## config.mk

```make
export PLATFORM = sky130hd
export DESIGN_NAME = mips_dmem_arb
export DESIGN_NICKNAME = d
export VERILOG_FILES = /design/src/rtl/mips_dmem_arb_pkg.sv /design/src/rtl/mips_arb_pick.sv /design/src/rtl/mips_dmem_arb.sv
export SDC_FILE = /design/constraint.sdc
export NUM_CORES = 1
export LEC_CHECK = 0
export BUFFER_PORTS_ARGS = -buffer_cell sky130_fd_sc_hd__buf_2
export CAP_MARGIN = 20
export CORE_MARGIN = 4
export CORE_UTILIZATION = 50
export CTS_CLUSTER_SIZE = 30
export DETAILED_ROUTE_END_ITERATION = 7
export GPL_TIMING_DRIVEN = 0
export PLACE_DENSITY = 0.86
export SYNTH_ARGS = -nofsm -noshare
export SYNTH_HDL_FRONTEND = slang
export SYNTH_HIERARCHICAL = 1
export SYNTH_SLANG_ARGS = --single-unit
```

## constraint.sdc

```tcl
create_clock -name clk -period 3.96 [get_ports clk]
set_input_delay 0.396 -clock clk [delete_from_list [all_inputs] [get_ports clk]]
set_output_delay 0.396 -clock clk [all_outputs]
set_load 0.005 [all_outputs]
```

## src/rtl/mips_dmem_arb_pkg.sv

```systemverilog
// Shared types for the data-memory arbiter: FSM state encoding, owner codes
// and default bus widths.
package mips_dmem_arb_pkg;

    localparam int ADDR_W_DEF = 10;
    localparam int DATA_W_DEF = 32;

    typedef enum logic [1:0] {
        ST_IDLE  = 2'd0,
        ST_ISSUE = 2'd1,
        ST_RESP  = 2'd2,
        ST_ACK   = 2'd3
    } arb_state_t;

    typedef enum logic {
        OWN_CPU = 1'b0,
        OWN_DBG = 1'b1
    } owner_t;

endpackage

```

## src/rtl/mips_arb_pick.sv

```systemverilog
// Combinational 2-way picker: chooses between the core and the debug port,
// either fixed priority (core first) or round-robin on the last owner.
module mips_arb_pick
    import mips_dmem_arb_pkg::*;
(
    input  logic cpu_req,
    input  logic dbg_req,
    input  logic last_owner,
    input  logic rr_en,
    output logic grant_any,
    output logic grant_dbg
);

    // On a tie, round-robin hands the slot to whoever was not served last.
    always_comb begin
        grant_any = cpu_req | dbg_req;
        grant_dbg = dbg_req;
        if (cpu_req && dbg_req) begin
            grant_dbg = rr_en ? (last_owner == OWN_CPU) : 1'b0;
        end
    end

endmodule

```

## src/rtl/mips_dmem_arb.sv

```systemverilog
// Data-memory arbiter between the MIPS load/store unit and the debug/loader port.
// Define DMEM_ARB_RR_EN for round-robin arbitration; default is fixed CPU priority.
module mips_dmem_arb
    import mips_dmem_arb_pkg::*;
#(
    parameter int ADDR_W = ADDR_W_DEF,
    parameter int DATA_W = DATA_W_DEF
) (
    input  logic              clk,
    input  logic              rst,
    input  logic              cpu_req,
    input  logic              cpu_we,
    input  logic [ADDR_W-1:0] cpu_addr,
    input  logic [DATA_W-1:0] cpu_wdata,
    output logic [DATA_W-1:0] cpu_rdata,
    output logic              cpu_ack,
    input  logic              dbg_req,
    input  logic              dbg_we,
    input  logic [ADDR_W-1:0] dbg_addr,
    input  logic [DATA_W-1:0] dbg_wdata,
    output logic [DATA_W-1:0] dbg_rdata,
    output logic              dbg_ack,
    output logic              mem_en,
    output logic              mem_we,
    output logic [ADDR_W-1:0] mem_addr,
    output logic [DATA_W-1:0] mem_wdata,
    input  logic [DATA_W-1:0] mem_rdata
);

`ifdef DMEM_ARB_RR_EN
    localparam logic RR_EN = 1'b1;
`else
    localparam logic RR_EN = 1'b0;
`endif

    arb_state_t state;
    owner_t     owner;
    logic       op_we;
    logic       pick_any;
    logic       pick_dbg;

    // owner doubles as the round-robin pointer: it is rewritten on every grant.
    mips_arb_pick u_pick (
        .cpu_req    (cpu_req),
        .dbg_req    (dbg_req),
        .last_owner (owner),
        .rr_en      (RR_EN),
        .grant_any  (pick_any),
        .grant_dbg  (pick_dbg)
    );

    always_ff @(posedge clk or negedge rst) begin
        if (!rst) begin
            state     <= ST_IDLE;
            owner     <= OWN_CPU;
            op_we     <= 1'b0;
            mem_en    <= 1'b0;
            mem_we    <= 1'b0;
            mem_addr  <= '0;
            mem_wdata <= '0;
            cpu_rdata <= '0;
            dbg_rdata <= '0;
            cpu_ack   <= 1'b0;
            dbg_ack   <= 1'b0;
        end else begin
            cpu_ack <= 1'b0;
            dbg_ack <= 1'b0;
            case (state)
                ST_IDLE: begin
                    mem_en <= 1'b0;
                    mem_we <= 1'b0;
                    if (pick_any) begin
                        mem_en    <= 1'b1;
                        mem_we    <= pick_dbg ? dbg_we    : cpu_we;
                        op_we     <= pick_dbg ? dbg_we    : cpu_we;
                        mem_addr  <= pick_dbg ? dbg_addr  : cpu_addr;
                        mem_wdata <= pick_dbg ? dbg_wdata : cpu_wdata;
                        owner     <= owner_t'(pick_dbg);
                        state     <= ST_ISSUE;
                    end
                end
                ST_ISSUE: begin
                    mem_en <= 1'b0;
                    mem_we <= 1'b0;
                    state  <= ST_RESP;
                end
                // Read data is valid now; writes leave the requester's rdata untouched.
                ST_RESP: begin
                    if (owner == OWN_CPU) begin
                        if (!op_we) cpu_rdata <= mem_rdata;
                        cpu_ack <= 1'b1;
                    end else begin
                        if (!op_we) dbg_rdata <= mem_rdata;
                        dbg_ack <= 1'b1;
                    end
                    state <= ST_ACK;
                end
                ST_ACK: begin
                    state <= ST_IDLE;
                end
                default: begin
                    state <= ST_IDLE;
                end
            endcase
        end
    end

endmodule

```

==> impl_metrics.ini, run 1 <==
[status]
status = complete, no violations

[drt]
wirelength_um = 12600
drt-initial-drc-count = 147
drt-vias-per-instance = 5.10
ant_nets = 0
wl_per_cell_um = 16.8
drt_first_pass_iters = 4
drc = 0
vias = 3833

[synth]
synthTopCellsByArea = dfrtp_1 (60%), mux2_2 (15%), mux2i_1 (9.2%)
synth-edff-count = 0
synth_cells = 358
synth_area_um2 = 4780
netlist.area_leader.share_pct = 59.6
syn_nets = 484
yosysSeqAreaShare_pct = 59.6
synthDistinctLibCells = 23
avgSynthCellArea_um2 = 13.4
yosysWarnings = 6
async_flop_share_pct = 100
ys_ff_latch = 114
synthFlopType = dfrtp_1
yosysMostFrequentCell = dfrtp_1
synth_commonest_cells = dfrtp_1 (114), a21oi_1 (87), mux2_2 (64), mux2i_1 (44), buf_2 (12)
yosys.area.top_type = dfrtp_1

[timing]
period_minus_slack_ns = 1.83
timing.hold.ws_ns = 0.143
setup_tns_ns = 0
worstMarginPinSlew_ns = 0.658
max_slew_margin_pct = 56.1
setup_viol = 0
drv_slew = 0
clock-skew-final_ns = 0.0106
hold_viol = 0
fin_crit_sh_pct = 46.3
grt_setup_unrepaired = no
fmax_mhz = 545

[clock_tree]
ctsResizeCount = 0
hold_buffers = 1
cts_setup_buffers = 0
path_clk_slew_ns = 0.06
cts_sinks = 114
cts-root-buf = clkbuf_8
worstSkewPairLatency_ns = 0.50
cts_tree = yes
cts_buffer_depth = 2
htreeDepth = 4
cts-buffers-inserted = 17

[global_route]
grt_pass1_wl_um = 20400
grt_overflow = 0
grt_max_degree = 66
grtUsageTotal_pct = 23.1
grt_pass1_vias = 4123
antenna_found_initial = 0

[pwr]
internal-power_mw = 3.72
peakVddDrop_v = 0.000319
clock_power_share_pct = 27.6
power.share.combinational_pct = 34.4
p_sw_share_pct = 32.2
p_leak_nw = 3.28
power_density_nw_per_um2 = 813
switching_power_mw = 1.77
pwr-share-seq_pct = 38.0

[place]
gp_congestion = 0.817
port_buffers = 231
dpl.hpwl_um = 9610

[critical_path]
required_ns = 4.34
crit_arrival_ns = 2.21
cpMaxStageDelayCell = dfrtp_1
critical_path.max_stage_delay_ns = 0.39
worstSetupStartpointType = flop
crit_fanout = 10
crit_chain = inv_1 > ha_1 > nor3b_4 > buf_6 > mux2_2
crit_type = flop to flop
endpoint_kind = flop

[final_layout]
drive_gt1_share_pct = 55.9
antenna_cells = 0
area_delta_synth_final_pct = 40.9
fin_nets = 736

[floorplan]
rows = 35
die_h_um = 106
core_um2 = 9280
pin_count = 232
die_area_um2 = 11200
initial_core_util_pct = 51.5
die_w_um = 106

[flow_run]
drv_cap = 0

[hold_path]
worstHoldPathType = input pin to flop
==> cell usage in the layout (no fill, tap or decap), types with 3 or more instances in the layout <==
cell | synthesis | layout
clkbuf_1 | 7 | 7
dfrtp_1 | 114 | 114
inv_6 | 0 | 4
a21oi_1 | 87 | 87
ha_1 | 4 | 4
buf_2 | 12 | 242
buf_4 | 3 | 4
clkbuf_8 | 0 | 4
mux2i_1 | 44 | 44
mux2_2 | 64 | 64
buf_6 | 3 | 3
clkinv_4 | 0 | 4
nand2b_1 | 3 | 3
clkbuf_16 | 0 | 16
==> path summary, 6_finish.rpt <==
kind	to	start	slack (ns)	cells after the start
hold / removal	cpu_rdata[27]$_DFFE_PN0P_	mem_rdata[27]	0.14	2
min in group asynchronous	cpu_rdata[22]$_DFFE_PN0P_	rst	0.47	2
max in group asynchronous	state[0]$_DFFE_PN0P_	rst	2.74	3
hold reg to reg	dbg_rdata[2]$_DFFE_PN0P_	dbg_rdata[2]$_DFFE_PN0P_	0.50	1
setup / recovery	cpu_rdata[23]$_DFFE_PN0P_	state[0]$_DFFE_PN0P_	2.13	5
setup reg to reg	cpu_rdata[23]$_DFFE_PN0P_	state[0]$_DFFE_PN0P_	2.13	5
==> stage by stage <==
stage,power (mW),util [%],area [um^2],instances,setup WS (ns)
floorplan,3.05,-,4780,358,2.33
global placement,3.87,65.7,6100,718,1.26
detailed placement,4.00,66.0,6130,719,2.12
CTS,5.54,72.6,6740,752,2.11
global route,5.85,72.6,6740,752,2.03
finish,5.48,72.6,6740,752,2.13
==> sequential cells by signal, indices dropped and copies added (netlist names) <==
| name | count |
|---|---|
| state | 2 |
| mem_we | 1 |
| cpu_ack | 1 |
| dbg_rdata | 32 |
| mem_en | 1 |
| op_we | 1 |
| cpu_rdata | 32 |
| dbg_ack | 1 |
| owner | 1 |
| mem_addr | 10 |
| mem_wdata | 32 |
==> kinds of logic (layout without fill, tap and decap cells) <==
logic type      count (synthesis)  after routing  share of synthesized area (%)
simple gates                   12             12                           1.83
flops                         114            114                           59.6
compound gates                 89             89                           9.44
mux                           110            110                           24.7
fa+ha+maj                       4              4                           1.05
buf+inv                        28            293                           3.22
other cells                     1              1                         0.0784
==> layout make-up <==
class	count	area (um^2)
Clock buffer	20	455
Fill cell	673	2540
Multi-Input combinational cell	216	1780
Tap cell	129	161
Clock inverter	12	145
Buffer	26	146
Inverter	2	7.51
Sequential cell	114	2850
Timing Repair Buffer	233	1200
==> worst max-delay path: cells and delay by family, from the launching register on <==
| kind | cells | cell delay, ns |
|---|---|---|
| buffers and inverters | 2 | 0.33 |
| flip-flops | 1 | 0.39 |
| adder cells (fa/ha/maj) | 1 | 0.28 |
| AND/OR/NAND/NOR | 1 | 0.36 |
| multiplexers | 1 | 0.35 |
==> power groups by stage <==
| stage | clock (mW) | sequential (mW) | combinational (mW) |
|---|---|---|---|
| finish | 1.51 | 2.08 | 1.89 |
| global route | 1.60 | 2.16 | 2.09 |
| CTS | 1.53 | 2.08 | 1.92 |
| detailed placement | 0 | 2.08 | 1.91 |
| global placement | 0 | 2.05 | 1.82 |
| floorplan | 0 | 2.11 | 0.936 |
==> per-layer routing <==
| metal | part of all wire (%) | routed length, um | global-route usage (%) | vias up |
|---|---|---|---|---|
| met4 | 0.59 | 75 | 5.74 | 0 |
| met2 | 52 | 6570 | 40.5 | 172 |
| met3 | 7.9 | 992 | 7.23 | 7 |
| li1 | - | - | - | 1784 |
| met1 | 39 | 4980 | 27.6 | 1870 |
| met5 | 0 | 0 | 0 | - |
(Power assumes the default switching activity.)
==> run 2: changes to the inputs <==
--- a/config.mk
+++ b/config.mk
@@ -8,11 +8,11 @@
 export BUFFER_PORTS_ARGS = -buffer_cell sky130_fd_sc_hd__buf_2
 export CAP_MARGIN = 20
 export CORE_MARGIN = 4
-export CORE_UTILIZATION = 50
+export CORE_UTILIZATION = 42
 export CTS_CLUSTER_SIZE = 30
 export DETAILED_ROUTE_END_ITERATION = 7
 export GPL_TIMING_DRIVEN = 0
-export PLACE_DENSITY = 0.86
+export PLACE_DENSITY = 0.77
 export SYNTH_ARGS = -nofsm -noshare
 export SYNTH_HDL_FRONTEND = slang
 export SYNTH_HIERARCHICAL = 1
==> constraint.sdc (replaced) <==
create_clock -name clk -period 1.6 [get_ports clk]
set_input_delay 0.16 -clock clk [delete_from_list [all_inputs] [get_ports clk]]
set_output_delay 0.16 -clock clk [all_outputs]
set_load 0.005 [all_outputs]
==> impl_metrics.ini, run 2 (same netlist as run 1, synthesis figures left out) <==
[status]
status = complete, no violations

[clock_tree]
cts-buffers-inserted = 17
cts-root-buf = clkbuf_16
cts_tree = yes
cts_sinks = 114
htreeDepth = 4
worstSkewPairLatency_ns = 0.41
cts_buffer_depth = 2
path_clk_slew_ns = 0.05

[floorplan]
die_h_um = 115
die_area_um2 = 13200
rows = 38
initial_core_util_pct = 43.6
core_um2 = 11000
die_w_um = 115
pin_count = 232

[timing]
setup_viol = 0
drv_slew = 0
max_slew_margin_pct = 60.1
fin_crit_sh_pct = 98.7
period_minus_slack_ns = 1.58
setup_tns_ns = 0
grt_setup_unrepaired = yes
fmax_mhz = 633
hold_viol = 0
worstMarginPinSlew_ns = 0.598
clock-skew-final_ns = 0.00573
setup_slack_ns = 0.0203

[global_route]
grt_overflow = 0
grt_max_degree = 73
antenna_found_initial = 0
grt_pass1_wl_um = 21000
grtUsageTotal_pct = 20.6
grt_pass1_vias = 4208

[pwr]
switching_power_mw = 4.46
internal-power_mw = 9.94
p_leak_nw = 3.57
peakVddDrop_v = 0.00121
clock_power_share_pct = 27.0
power_density_nw_per_um2 = 1970
pwr-share-seq_pct = 36.2
p_sw_share_pct = 31.0
power.share.combinational_pct = 36.8

[final_layout]
instances_no_fill = 800
most-common-layout-cells = buf_2 (240), dfrtp_1 (114), a21oi_1 (86)
final_area_um2 = 7320
mostFrequentLayoutCell = buf_2
final_util_pct = 66.7
antenna_cells = 0
area_delta_synth_final_pct = 53.1
reg_top3 = cpu_rdata (32), dbg_rdata (32), mem_wdata (32)
fin_nets = 773
drive_gt1_share_pct = 55.0

[place]
dp_slack_ns = -0.201
place_inst = 730
place_area_um2 = 6160
dpl.hpwl_um = 9560
port_buffers = 231
gp_congestion = 0.828

[drt]
vias = 4021
drc = 0
drt_first_pass_iters = 5
wirelength_um = 14000
ant_nets = 0
drt-vias-per-instance = 5.03
wl_per_cell_um = 17.5
drt-initial-drc-count = 241

[critical_path]
reg2regPathDepth = 5
crit_type = flop to flop
crit_arrival_ns = 1.87
cp_top_family = flip-flops
crit_buf_inv = 2
crit_chain = ha_4 > buf_4 > nand3b_2 > buf_6 > mux2_2
required_ns = 1.89
worstSetupStartpointType = flop
crit_cells = 5
critical_path.max_stage_delay_ns = 0.41
endpoint_kind = flop
crit_fanout = 10
cpMaxStageDelayCell = dfrtp_1

[hold_path]
worstHoldPathType = input pin to flop
min_path_cells = 2

[flow_run]
drv_cap = 0
[run 2: final timing paths]
path / slack [ns] / end / start
worst max-delay path: 0.02 / dbg_rdata[28]$_DFFE_PN0P_ / state[1]$_DFFE_PN0P_
worst min-delay path: 0.03 / cpu_rdata[28]$_DFFE_PN0P_ / mem_rdata[28]
worst max register to register: 0.02 / dbg_rdata[28]$_DFFE_PN0P_ / state[1]$_DFFE_PN0P_
worst min register to register: 0.50 / dbg_rdata[6]$_DFFE_PN0P_ / dbg_rdata[6]$_DFFE_PN0P_
max in group asynchronous: 0.55 / cpu_rdata[6]$_DFFE_PN0P_ / rst
min in group asynchronous: 0.30 / cpu_rdata[21]$_DFFE_PN0P_ / rst
[run 2: area by class of cell]
| class | instances | area, um^2 |
|---|---|---|
| Buffer | 26 | 194 |
| Clock buffer | 23 | 488 |
| Clock inverter | 9 | 128 |
| Fill cell | 776 | 3660 |
| Inverter | 2 | 7.51 |
| Multi-Input combinational cell | 216 | 1890 |
| Sequential cell | 114 | 2850 |
| Tap cell | 140 | 175 |
| Timing Repair Buffer | 270 | 1590 |
[run 2: power groups by stage]
stage | Clock, mW | Sequential (mW) | Combinational (mW)
after floorplan | 0 | 5.23 | 2.33
after global placement | 0 | 5.09 | 4.55
after detailed placement | 0 | 5.18 | 4.72
after CTS | 3.94 | 5.16 | 4.88
after global routing | 4.09 | 5.38 | 5.81
final | 3.89 | 5.21 | 5.30
[run 2: routing by layer]
layer	track usage (%)	up-vias	share of wire, %
met4	8.69	0	1.7
met2	35.0	186	50
li1	-	1858	-
met1	24.2	1959	39
met5	0	-	0
met3	6.45	18	8.8
[run 2: through the flow]
stage	hold slack [ns]	total power, mW
4_1_cts	0.00397	14.0
3_3_place_gp	0.393	9.64
3_5_place_dp	0.202	9.90
6_report	0.0311	14.4
2_1_floorplan	-0.136	7.56
5_1_grt	0.0108	15.3
[run 2: what timing repair did]
| item | CTS | global route |
|---|---|---|
| hold buffers | 30 | 0 |
| setup buffers | 3 | 2 |
| hold endpoints to repair | 97 | 0 |
| setup endpoints to repair | 72 | 69 |
| resized for setup | 10 | 41 |
| pin swaps | 0 | 0 |
| cloned | 1 | 2 |
==> run 3: changes to the inputs <==
--- a/config.mk
+++ b/config.mk
@@ -8,11 +8,11 @@
 export BUFFER_PORTS_ARGS = -buffer_cell sky130_fd_sc_hd__buf_2
 export CAP_MARGIN = 20
 export CORE_MARGIN = 4
-export CORE_UTILIZATION = 42
-export CTS_CLUSTER_SIZE = 30
+export CORE_UTILIZATION = 46
+export CTS_CLUSTER_SIZE = 14
 export DETAILED_ROUTE_END_ITERATION = 7
 export GPL_TIMING_DRIVEN = 0
-export PLACE_DENSITY = 0.77
+export PLACE_DENSITY = 0.8
 export SYNTH_ARGS = -nofsm -noshare
 export SYNTH_HDL_FRONTEND = slang
 export SYNTH_HIERARCHICAL = 1
==> constraint.sdc (replaced) <==
create_clock -name clk -period 1.8 [get_ports clk]
set_input_delay 0.18 -clock clk [delete_from_list [all_inputs] [get_ports clk]]
set_output_delay 0.18 -clock clk [all_outputs]
set_load 0.005 [all_outputs]
==> impl_metrics.ini, run 3 (same netlist as run 1, synthesis figures left out) <==
[critical_path]
crit_arrival_ns = 2.06
cp-startpoint = state[0]$_DFFE_PN0P_
worstSetupStartpointType = flop
reg2reg_from = state[0]$_DFFE_PN0P_
timing.rr.end = cpu_rdata[25]$_DFFE_PN0P_
reg2regPathDepth = 6
required_ns = 2.18
endpoint_kind = flop
crit_type = flop to flop
crit_fanout = 6
reg2reg_slack_ns = 0.12

[pwr]
peakVddDrop_v = 0.000818
p_leak_nw = 3.74
power_density_nw_per_um2 = 1630

[global_route]
grt_max_degree = 61
grtUsageTotal_pct = 25.9
grt_overflow = 0
grt_pass1_vias = 4857
grt_pass1_wl_um = 23800
antenna_found_initial = 0

[final_layout]
reg_top3 = cpu_rdata (32), dbg_rdata (32), mem_wdata (32)
mostFrequentLayoutCell = buf_2
drive_gt1_share_pct = 49.1
antenna_cells = 0
area_delta_synth_final_pct = 63.2
most-common-layout-cells = buf_2 (243), dfrtp_1 (114), dlygate4sd3_1 (100)
fin_nets = 839

[timing]
fin_crit_sh_pct = 93.5
fmax_mhz = 594
setup_tns_ns = 0
worstMarginPinSlew_ns = 0.798
timing.hold.ws_ns = 0.0197
setup_viol = 0
hold_viol = 0
period_minus_slack_ns = 1.68
drv_slew = 0
max_slew_margin_pct = 46.8
clock-skew-final_ns = 0.00896

[drt]
drt-initial-drc-count = 225
drt-vias-per-instance = 5.15
wirelength_um = 15800
drt_first_pass_iters = 4
vias = 4419
wl_per_cell_um = 18.4
ant_nets = 0
drc = 0

[hold_path]
hold_end = mem_wdata[5]$_DFFE_PN0P_
min_from = cpu_wdata[5]
min_path_cells = 3
worstHoldPathType = input pin to flop

[clock_tree]
cts-buffers-inserted = 17
cts_tree = yes
cts_sinks = 114
path_clk_slew_ns = 0.05
worstSkewPairLatency_ns = 0.50
cts_buffer_depth = 2
htreeDepth = 4
cts-root-buf = clkbuf_8

[place]
dpl.hpwl_um = 9590
port_buffers = 231
gp_congestion = 0.816

[floorplan]
die_area_um2 = 12100
initial_core_util_pct = 48.1
pin_count = 232
die_h_um = 110
die_w_um = 110
core_um2 = 9950
rows = 36

[flow_run]
drv_cap = 0

[status]
status = complete, no violations
[run 3: cell types whose count changed in the layout (fill, tap and decap cells not counted), sizes merged]
cell / previous run / this run
dlygate4sd3: 30 / 100
bufinv: 3 / 4
inv: 2 / 3
clkinvlp: 3 / 1
clkbuf: 35 / 30
[run 3: how the worst max path moves through the flow]
stage | slack (ns) | cells after the start | endpoint
6_report | 0.12 | 6 | cpu_rdata[25]$_DFFE_PN0P_
2_1_floorplan | 0.17 | 5 | cpu_rdata[10]$_DFFE_PN0P_
3_5_place_dp | -0.05 | 5 | cpu_rdata[6]$_DFFE_PN0P_
5_1_grt | -0.006 | 6 | mem_wdata[19]$_DFFE_PN0P_
4_1_cts | 0.01 | 5 | cpu_rdata[6]$_DFFE_PN0P_
3_3_place_gp | -0.69 | 1 | mem_addr[3]$_DFFE_PN0P_
[run 3: final cells by class]
| class | count | area (um^2) |
|---|---|---|
| fillers | 596 | 2150 |
| inverters | 2 | 7.51 |
| plain buffers | 26 | 151 |
| multi-input cells | 216 | 1790 |
| flip-flops and latches | 114 | 2850 |
| clock buffers | 22 | 473 |
| repair buffers | 336 | 2210 |
| well taps | 133 | 166 |
| clock inverters | 9 | 151 |
[run 3: worst max-delay path, cell delays in order (launching register included)]
cell and delay (ns):
dfrtp_1 0.39, inv_2 0.11, ha_4 0.17, nor3b_4 0.17, buf_4 0.17, buf_2 0.19, mux2_2 0.35
[run 3: stage by stage]
stage | area [um^2] | power (mW) | utilization [%] | setup WS, ns | cells
after floorplan | 4780 | 6.70 | - | 0.171 | 358
after global placement | 6110 | 8.53 | 61.3 | -0.686 | 722
after detailed placement | 6140 | 8.78 | 61.6 | -0.0539 | 723
after CTS | 7760 | 12.6 | 77.9 | 0.0117 | 854
after global routing | 7810 | 13.5 | 78.4 | -0.00635 | 858
final | 7810 | 12.7 | 78.4 | 0.117 | 858
[run 3: timing repair]
action,CTS,global route
endpoints found under the hold margin,156,1
buffers inserted,2,1
gates resized for setup,1,9
hold buffers,98,2
gates cloned,0,1
endpoints found under the setup margin,30,58
[run 3: power by group]
group | total (mW) | switching [mW] | internal [mW]
clock network | 3.50 | 1.12 | 2.38
logic | 4.60 | 2.15 | 2.45
registers | 4.63 | 0.755 | 3.87
total | 12.7 | 4.02 | 8.70
[run 3: layer usage]
metal / GRT usage, % / vias to the layer above / part of all wire (%) / routed length (um)
met5: 0 / - / 0 / 0
met4: 12.8 / 0 / 3.0 / 468
met3: 7.75 / 40 / 9.8 / 1550
met2: 45.3 / 270 / 51 / 8020
met1: 28.5 / 2118 / 36 / 5720
li1: - / 1991 / - / -
